### src/rtl/game_pkg.sv
// Shared definitions for the Breakout game-flow logic: game states and the
// default game constants also used by the scoreboard and ball logic.
package game_pkg;

    typedef enum logic [2:0] {
        ST_IDLE     = 3'd0,
        ST_SERVE    = 3'd1,
        ST_PLAY     = 3'd2,
        ST_LOST     = 3'd3,
        ST_GAMEOVER = 3'd4,
        ST_WIN      = 3'd5
    } game_state_t;

    localparam int GAME_LIVES       = 10;
    localparam int GAME_NBLOCKS     = 40;
    localparam int GAME_DEBOUNCE    = 16;
    localparam int GAME_SERVE_DELAY = 64;

endpackage

### src/rtl/btn_debounce.sv
// Start-button conditioning: 2-FF synchronizer, stability debouncer and a
// registered one-cycle pulse on each debounced rising edge.
module btn_debounce #(
    parameter int DEBOUNCE = 16
) (
    input  logic clock,
    input  logic reset,
    input  logic btn,
    output logic btn_press
);
    localparam int CW = $clog2(DEBOUNCE + 1);

    logic          sync1;
    logic          sync2;
    logic          stable;
    logic          stable_d;
    logic [CW-1:0] cnt;

    // Synchronize, accept a new level after DEBOUNCE differing cycles, pulse on rise
    always_ff @(posedge clock) begin
        if (reset) begin
            sync1     <= 1'b0;
            sync2     <= 1'b0;
            stable    <= 1'b0;
            stable_d  <= 1'b0;
            cnt       <= '0;
            btn_press <= 1'b0;
        end else begin
            sync1     <= btn;
            sync2     <= sync1;
            stable_d  <= stable;
            btn_press <= stable & ~stable_d;
            if (sync2 != stable) begin
                if (cnt == CW'(DEBOUNCE - 1)) begin
                    stable <= sync2;
                    cnt    <= '0;
                end else begin
                    cnt <= cnt + CW'(1);
                end
            end else begin
                cnt <= '0;
            end
        end
    end

endmodule

### src/rtl/game_event_ctrl.sv
// Breakout game-flow controller: turns button presses and collision levels
// into start/hit_block/endgame pulses and serve/play/win/game-over levels.
module game_event_ctrl
    import game_pkg::*;
#(
    parameter int LIVES       = GAME_LIVES,
    parameter int NBLOCKS     = GAME_NBLOCKS,
    parameter int DEBOUNCE    = GAME_DEBOUNCE,
    parameter int SERVE_DELAY = GAME_SERVE_DELAY
) (
    input  logic                         clock,
    input  logic                         reset,
    input  logic                         btn_start,
    input  logic                         ball_bottom,
    input  logic                         block_collide,
    output logic                         hit_block,
    output logic                         endgame,
    output logic                         start,
    output logic                         serve,
    output logic                         play_en,
    output logic                         game_over,
    output logic                         win,
    output logic [$clog2(LIVES+1)-1:0]   lives_left,
    output logic [$clog2(NBLOCKS+1)-1:0] blocks_left
);
    localparam int LW = $clog2(LIVES + 1);
    localparam int BW = $clog2(NBLOCKS + 1);
    localparam int SW = $clog2(SERVE_DELAY + 1);

    game_state_t   state;
    logic [SW-1:0] serve_cnt;
    logic          btn_press;
    logic          prev_bottom;
    logic          prev_block;
    logic          bottom_rise;
    logic          block_rise;

    btn_debounce #(
        .DEBOUNCE (DEBOUNCE)
    ) u_btn (
        .clock     (clock),
        .reset     (reset),
        .btn       (btn_start),
        .btn_press (btn_press)
    );

    // Edges are taken against the previous cycle regardless of state, so a
    // level already high on entry to PLAY never counts as a new event.
    assign bottom_rise = ball_bottom & ~prev_bottom;
    assign block_rise  = block_collide & ~prev_block;

    // Game-flow FSM with registered pulses, levels and mirror counters
    always_ff @(posedge clock) begin
        if (reset) begin
            state       <= ST_IDLE;
            serve_cnt   <= '0;
            prev_bottom <= 1'b0;
            prev_block  <= 1'b0;
            hit_block   <= 1'b0;
            endgame     <= 1'b0;
            start       <= 1'b0;
            serve       <= 1'b0;
            play_en     <= 1'b0;
            game_over   <= 1'b0;
            win         <= 1'b0;
            lives_left  <= LW'(LIVES);
            blocks_left <= BW'(NBLOCKS);
        end else begin
            prev_bottom <= ball_bottom;
            prev_block  <= block_collide;
            hit_block   <= 1'b0;
            endgame     <= 1'b0;
            start       <= 1'b0;
            case (state)
                ST_IDLE: begin
                    if (btn_press) begin
                        start     <= 1'b1;
                        state     <= ST_SERVE;
                        serve     <= 1'b1;
                        serve_cnt <= SW'(SERVE_DELAY - 1);
                    end
                end
                ST_SERVE: begin
                    if (btn_press || serve_cnt == '0) begin
                        state   <= ST_PLAY;
                        serve   <= 1'b0;
                        play_en <= 1'b1;
                    end else begin
                        serve_cnt <= serve_cnt - SW'(1);
                    end
                end
                ST_PLAY: begin
                    // A lost ball outranks a simultaneous block hit
                    if (bottom_rise) begin
                        endgame    <= 1'b1;
                        play_en    <= 1'b0;
                        lives_left <= (lives_left != '0) ? lives_left - LW'(1) : lives_left;
                        if (lives_left <= LW'(1)) begin
                            state     <= ST_GAMEOVER;
                            game_over <= 1'b1;
                        end else begin
                            state <= ST_LOST;
                        end
                    end else if (block_rise) begin
                        hit_block   <= 1'b1;
                        blocks_left <= (blocks_left != '0) ? blocks_left - BW'(1) : blocks_left;
                        if (blocks_left <= BW'(1)) begin
                            state   <= ST_WIN;
                            win     <= 1'b1;
                            play_en <= 1'b0;
                        end
                    end
                end
                ST_LOST: begin
                    if (!ball_bottom) begin
                        state     <= ST_SERVE;
                        serve     <= 1'b1;
                        serve_cnt <= SW'(SERVE_DELAY - 1);
                    end
                end
                ST_GAMEOVER: begin
                    game_over  <= 1'b1;
                    lives_left <= '0;
                end
                ST_WIN: begin
                    if (btn_press) begin
                        start       <= 1'b1;
                        win         <= 1'b0;
                        blocks_left <= BW'(NBLOCKS);
                        state       <= ST_SERVE;
                        serve       <= 1'b1;
                        serve_cnt   <= SW'(SERVE_DELAY - 1);
                    end
                end
                default: begin
                    state     <= ST_IDLE;
                    serve     <= 1'b0;
                    play_en   <= 1'b0;
                    game_over <= 1'b0;
                    win       <= 1'b0;
                end
            endcase
        end
    end

endmodule

### config.mk
export PLATFORM = sky130hd
export DESIGN_NAME = game_event_ctrl
export DESIGN_NICKNAME = d
export VERILOG_FILES = /design/src/rtl/game_pkg.sv /design/src/rtl/btn_debounce.sv /design/src/rtl/game_event_ctrl.sv
export SDC_FILE = /design/constraint.sdc
export NUM_CORES = 1
export LEC_CHECK = 0
export BUFFER_PORTS_ARGS = -buffer_cell sky130_fd_sc_hd__buf_2
export CAP_MARGIN = 10
export CORE_MARGIN = 10
export CORE_UTILIZATION = 40
export CTS_BUF_LIST = sky130_fd_sc_hd__clkbuf_4 sky130_fd_sc_hd__clkbuf_8 sky130_fd_sc_hd__clkbuf_16
export DETAILED_ROUTE_END_ITERATION = 12
export PLACE_DENSITY = 0.6
export REMOVE_ABC_BUFFERS = 1
export SETUP_SLACK_MARGIN = 0.02
export SLEW_MARGIN = 20
export SYNTH_ARGS = -nofsm -noshare
export SYNTH_HDL_FRONTEND = slang
export SYNTH_HIERARCHICAL = 1
export SYNTH_SLANG_ARGS = --single-unit
### constraint.sdc
create_clock -name clock -period 2.59 [get_ports clock]
set_clock_uncertainty 0.2 [all_clocks]
set_input_delay 0.777 -clock clock [delete_from_list [all_inputs] [get_ports clock]]
set_output_delay 0.777 -clock clock [all_outputs]
set_load 0.005 [all_outputs]
After elaboration in Yosys (flattened, before gate mapping)
Cells that the tools add are included.
{"block": "totals", "input_bits": 5, "wordCells": 126, "reg_bits": 39, "output_inout_bits": 17}
{"block": "op_classes", "muxes": 40, "n_lt_le_gt_ge": 2, "reduce_logical": 26, "add_sub_neg": 4, "bitwise_logic": 14, "eq_ne": 21}
{"op": "$mux W6", "count": 4}
{"op": "$mux W3", "count": 7}
{"op": "$mux W7", "count": 3}
{"op": "$pmux W7 S3", "count": 1}
{"op": "$ne A2 B2 Y1 const B", "count": 10}
{"op": "$mux W1", "count": 16}
{"op": "$pmux W3 S5", "count": 1}
{"op": "$pmux W6 S2", "count": 1}
{"op": "$reduce_and A4 Y1", "count": 3}
{"op": "$reduce_or A4 Y1", "count": 3}
{"op": "$not A1 Y1", "count": 11}
{"op": "$reduce_and A5 Y1", "count": 2}
{"op": "$pmux W1 S3", "count": 3}
{"op": "$mux W4", "count": 2}
{"op": "$pmux W4 S2", "count": 1}
{"op": "$reduce_or A2 Y1", "count": 4}
{"op": "$logic_not A7 Y1", "count": 1}
{"op": "$sub A7 B1 Y7 const B", "count": 1}
{"op": "$eq A3 B2 Y1 const B", "count": 2}
{"op": "$eq A3 B3 Y1 const B", "count": 2}
{"op": "$le A6 B1 Y1 const B", "count": 1}
{"op": "$ne A3 B3 Y1 const B", "count": 2}
{"op": "$reduce_and A3 Y1", "count": 2}
{"op": "$reduce_and A6 Y1", "count": 1}
{"op": "18 further kinds", "count": 23}

Logic depth before layout (Yosys ltp)
{"block": "logic_depth", "word_depth": 5, "mapped_depth": 7, "ltp_nobuf": 7}

By module
The synthesis kept the hierarchy.
{"mod": "game_event_ctrl", "cells_each": 186, "n_inst": 1, "area_per_inst_um2": 1550.2}
{"mod": "btn_debounce", "cells_each": 31, "n_inst": 1, "area_per_inst_um2": 339.1}

Worst setup path after synthesis
OpenSTA, ideal clock, no wires.
{"block": "synth_timing", "path_type": "register to register", "from": "register blocks_left[0]", "to": "register blocks_left[3]", "path_stages_with_launch": 7, "path_buffers": 0, "required_time_ns": 2.268, "period_less_slack_ns": 2.053, "setup_slack_ns": 0.537, "arrival_ns": 1.731, "path_cell_list": "dfxtp_1 > inv_1 > ha_1 > or3b_1 > o31ai_2 > a21oi_1 > a221o_1"}
{"block": "synth_between", "elab_chain_len": 5, "word_cells_on_any_way": 8, "cone_classes": "add/sub: 1; eq/ne: 1; mux: 4; reduce/logical: 2"}
{"element": "start, declared", "line_no": "game_event_ctrl.sv:24", "text": "output logic [$clog2(NBLOCKS+1)-1:0] blocks_left"}
{"element": "start signal, assigned", "line_no": "game_event_ctrl.sv:67", "text": "blocks_left <= BW'(NBLOCKS);"}
{"element": "start signal, assigned", "line_no": "game_event_ctrl.sv:106", "text": "blocks_left <= (blocks_left != '0) ? blocks_left - BW'(1) : blocks_left;"}
{"element": "start signal, assigned", "line_no": "game_event_ctrl.sv:129", "text": "blocks_left <= BW'(NBLOCKS);"}
{"element": "$sub A6 B1 Y6", "line_no": "game_event_ctrl.sv:106"}
{"element": "$mux W6", "line_no": "game_event_ctrl.sv:106"}
{"element": "$mux W6", "line_no": "game_event_ctrl.sv:104", "text": "end else if (block_rise) begin"}
{"element": "$mux W6", "line_no": "game_event_ctrl.sv:94", "text": "if (bottom_rise) begin"}
{"element": "$pmux W6 S2", "line_no": "game_event_ctrl.sv:74", "text": "case (state)"}
Parallel ways exist; a longest one is shown, timed or not. The select of a mux whose other input is x is not followed.
A chain may end at the register's enable or synchronous reset.

Worst setup path in the final report
{"block": "layout_timing", "from": "register blocks_left[0]", "to": "register state[2]"}
{"block": "layout_between", "elab_chain_len": 3}
{"element": "$le A6 B1 Y1", "line_no": "game_event_ctrl.sv:107", "text": "if (blocks_left <= BW'(1)) begin"}
{"element": "$ne A3 B3 Y1 (no source line)"}
{"element": "$reduce_and A6 Y1 (no source line)"}
{"element": "end signal, assigned", "line_no": "game_event_ctrl.sv:102", "text": "state <= ST_LOST;"}
{"element": "end signal, assigned", "line_no": "game_event_ctrl.sv:108", "text": "state <= ST_WIN;"}
{"element": "end signal, assigned", "line_no": "game_event_ctrl.sv:116", "text": "state <= ST_SERVE;"}
{"element": "end, declared", "line_no": "game_event_ctrl.sv:30", "text": "game_state_t state;"}
No other way between the ends.

==> flow_summary.json <==
{
  "outcome": "finished, final reports clean",
  "slew_headroom_pct": 56.97,
  "clk_latency_ns": 0.28,
  "cp-end-kind": "flip-flop",
  "final_nets": 252,
  "globalRouteOverflowTotal": 0,
  "top_usage_layer": "met2",
  "yosysUniqueCellTypes": 48,
  "yosys-top-cells-area": "dfxtp_1 (41%), ha_1 (5.3%), a21oi_1 (5.0%)",
  "die_w_um": 88.73,
  "yosys.area.top_type": "dfxtp_1",
  "grt_usage_pct": 10.78,
  "die_area_um2": 7872,
  "grt_use_met1_pct": 13.27,
  "cts_tree": "yes",
  "syn_inst": 217,
  "syn-cell-area_um2": 1889,
  "drt-initial-drc-count": 58,
  "area_growth_pct": 12.45,
  "irDropWorstVdd_v": 0.0003505,
  "route.detailed.drc": 0,
  "slowest_stage": "or4_1",
  "worstSetupPathType": "flip-flop to flip-flop",
  "synth_common_cells": "dfxtp_1 (39), a21oi_1 (19), nor2_1 (19), nor3_1 (16), nand2_1 (13)",
  "rows": 24,
  "dpl.hpwl_um": 2888,
  "initial_core_util_pct": 42.23,
  "yosys_warnings": 6,
  "whs_path_depth": 1,
  "drv_slew": 0,
  "ios": 22,
  "grt_pass1_wl_um": 6741,
  "die_h_um": 88.73,
  "fin_crit_sh_pct": 85.32,
  "ctsResizeCount": 0,
  "synth_enable_flop_cells": 0,
  "wl_per_cell_um": 13.65,
  "grt_start_max_net_pins": 35,
  "cellLeakagePower_uw": 0.0008114,
  "via_per_inst": 5.328,
  "post-cts-setup-buffer-count": 0,
  "fillers": 444,
  "power_density_nw_per_um2": 640.0,
  "drv_cap": 0,
  "drt_wl_total_um": 3959,
  "gp_congestion": 0.7972,
  "ys.flop_type": "dfxtp_1",
  "postRouteAntennaNets": 0,
  "period_needed_ns": 2.210,
  "avgSynthCellArea_um2": 8.707,
  "use_met2_pct": 16.62,
  "cp_data_required_time_ns": 2.60,
  "clkSinkCount": 39,
  "final_cells": 290,
  "synthArstFlopShare_pct": 0,
  "r2r_cells": 7,
  "crit_path_cell_trace": "inv_1, ha_1, nor2_1, nor4b_1, a21oi_1, or4_1, a21oi_1",
  "rsz0062_at_grt": "false",
  "first_global_vias": 1443,
  "max_stage_delay_ns": 0.49,
  "design.core.area_um2": 4474,
  "hp-class": "flip-flop to flip-flop",
  "synth_top_area_share_pct": 41.32,
  "ys_ff_latch": 39,
  "dpl.cell_count": 284,
  "hold_violations": 0,
  "fmax_mhz": 452.5,
  "num_vias": 1545,
  "setup_violations": 0,
  "crit_path_frequent_cell": "a21oi_1",
  "worst_pin_slew_ns": 0.6354,
  "yosysMostFrequentCell": "dfxtp_1",
  "setup_tns_ns": 0,
  "cts_htree_levels": 2,
  "cp_max_fo": 6,
  "grtUsageMet3_pct": 2.941,
  "cts_root_buffer": "clkbuf_8",
  "hold_buffers": 0,
  "cp-start-kind": "flip-flop",
  "io_buffer_count": 21,
  "finalPower_uw": 1360,
  "drive_gt1_share_pct": 16.81,
  "antenna_cells": 0,
  "antenna_found_initial": 0,
  "clkTransAtPathRegs_ns": 0.07,
  "dr.pass1.iters": 5,
  "worstPathArrival_ns": 2.22,
  "cts_buffer_depth": 2,
  "cts-buffers-inserted": 5,
  "reg2reg_slack_ns": 0.38,
  "yosysSeqAreaShare_pct": 41.32
}
-- registers in the layout, indices dropped and copies added (netlist names), 3 cells and up --
signal       count
u_btn/cnt        5
blocks_left      6
lives_left       4
serve_cnt        7
state            3
-- critical path: cells and delay by family (launching register included) --
kind            cells  cell delay [ns]
compound gates      2             0.37
buf+inv             1             0.07
flops               1             0.36
simple gates        3             0.93
fa+ha+maj           1             0.21
-- cells by family after synthesis --
kind of cell               count (synthesis)  synth area share (%)
xor gates and xnor gates                   9                 4.172
DFF                                       39                 41.32
buffers and inverters                     20                 3.973
AOI/OAI and AO/OA                         51                 18.41
and+or+nand+nor                           89                 26.29
adders and majority gates                  8                 5.298
muxes                                      1                0.5298
-- final timing paths --
kind	from	to
setup / recovery	blocks_left[0]	state[2]
hold / removal	u_btn/stable_d	u_btn/btn_press
setup reg to reg	blocks_left[0]	state[2]
hold reg to reg	u_btn/stable_d	u_btn/btn_press
-- layout by cell type (no fill, tap or decap), types with 2 or more instances in the layout --
cell and n:
a211oi_1 5, a21o_1 2, a21oi_1 19, a311oi_1 2, a31oi_1 3, and3_1 2
buf_2 21, buf_4 3, clkbuf_8 5, dfxtp_1 39, ha_1 8, inv_1 11
nand2_1 13, nand2b_1 5, nand3_1 5, nor2_1 19, nor2b_1 9, nor3_1 16
nor3b_2 2, nor4b_1 2, o21ai_0 5, o21bai_1 2, o31ai_1 2, or2_2 2
or3b_1 2, or4_1 2, xnor2_1 3, xor2_1 6
-- per-stage QoR --
step | setup slack, ns | hold WS (ns) | area, um^2 | util, %
final | 0.3802 | 0.1820 | 2125 | 47.48
after global routing | 0.1629 | 0.2123 | 2125 | 47.48
after CTS | 0.3984 | 0.1851 | 2125 | 47.48
after detailed placement | 0.3259 | 0.1751 | 2048 | 45.78
after global placement | 0.3706 | 0.1708 | 2048 | 45.78
after floorplan | 0.4022 | 0.1674 | 1856 | -
-- report_power, final --
group / internal, uW / switching, uW
registers: 639 / 37.9
logic: 130 / 173
clock network: 190 / 190
-- routing by layer --
layer,routed length [um],up-vias
met5,0,-
met4,88,0
met3,154,7
met2,1829,18
met1,1887,706
li1,-,814
-- cell type report --
| cell class | count | area (um^2) | area share, % |
|---|---|---|---|
| repair buffers | 24 | 127.6 | 6.007 |
| well taps | 52 | 65.06 | 3.062 |
| inverters | 11 | 41.29 | 1.943 |
| clock buffers | 6 | 76.32 | 3.592 |
| flip-flops and latches | 39 | 780.7 | 36.75 |
| multi-input cells | 158 | 1033 | 48.65 |
(Power assumes the default switching activity.)
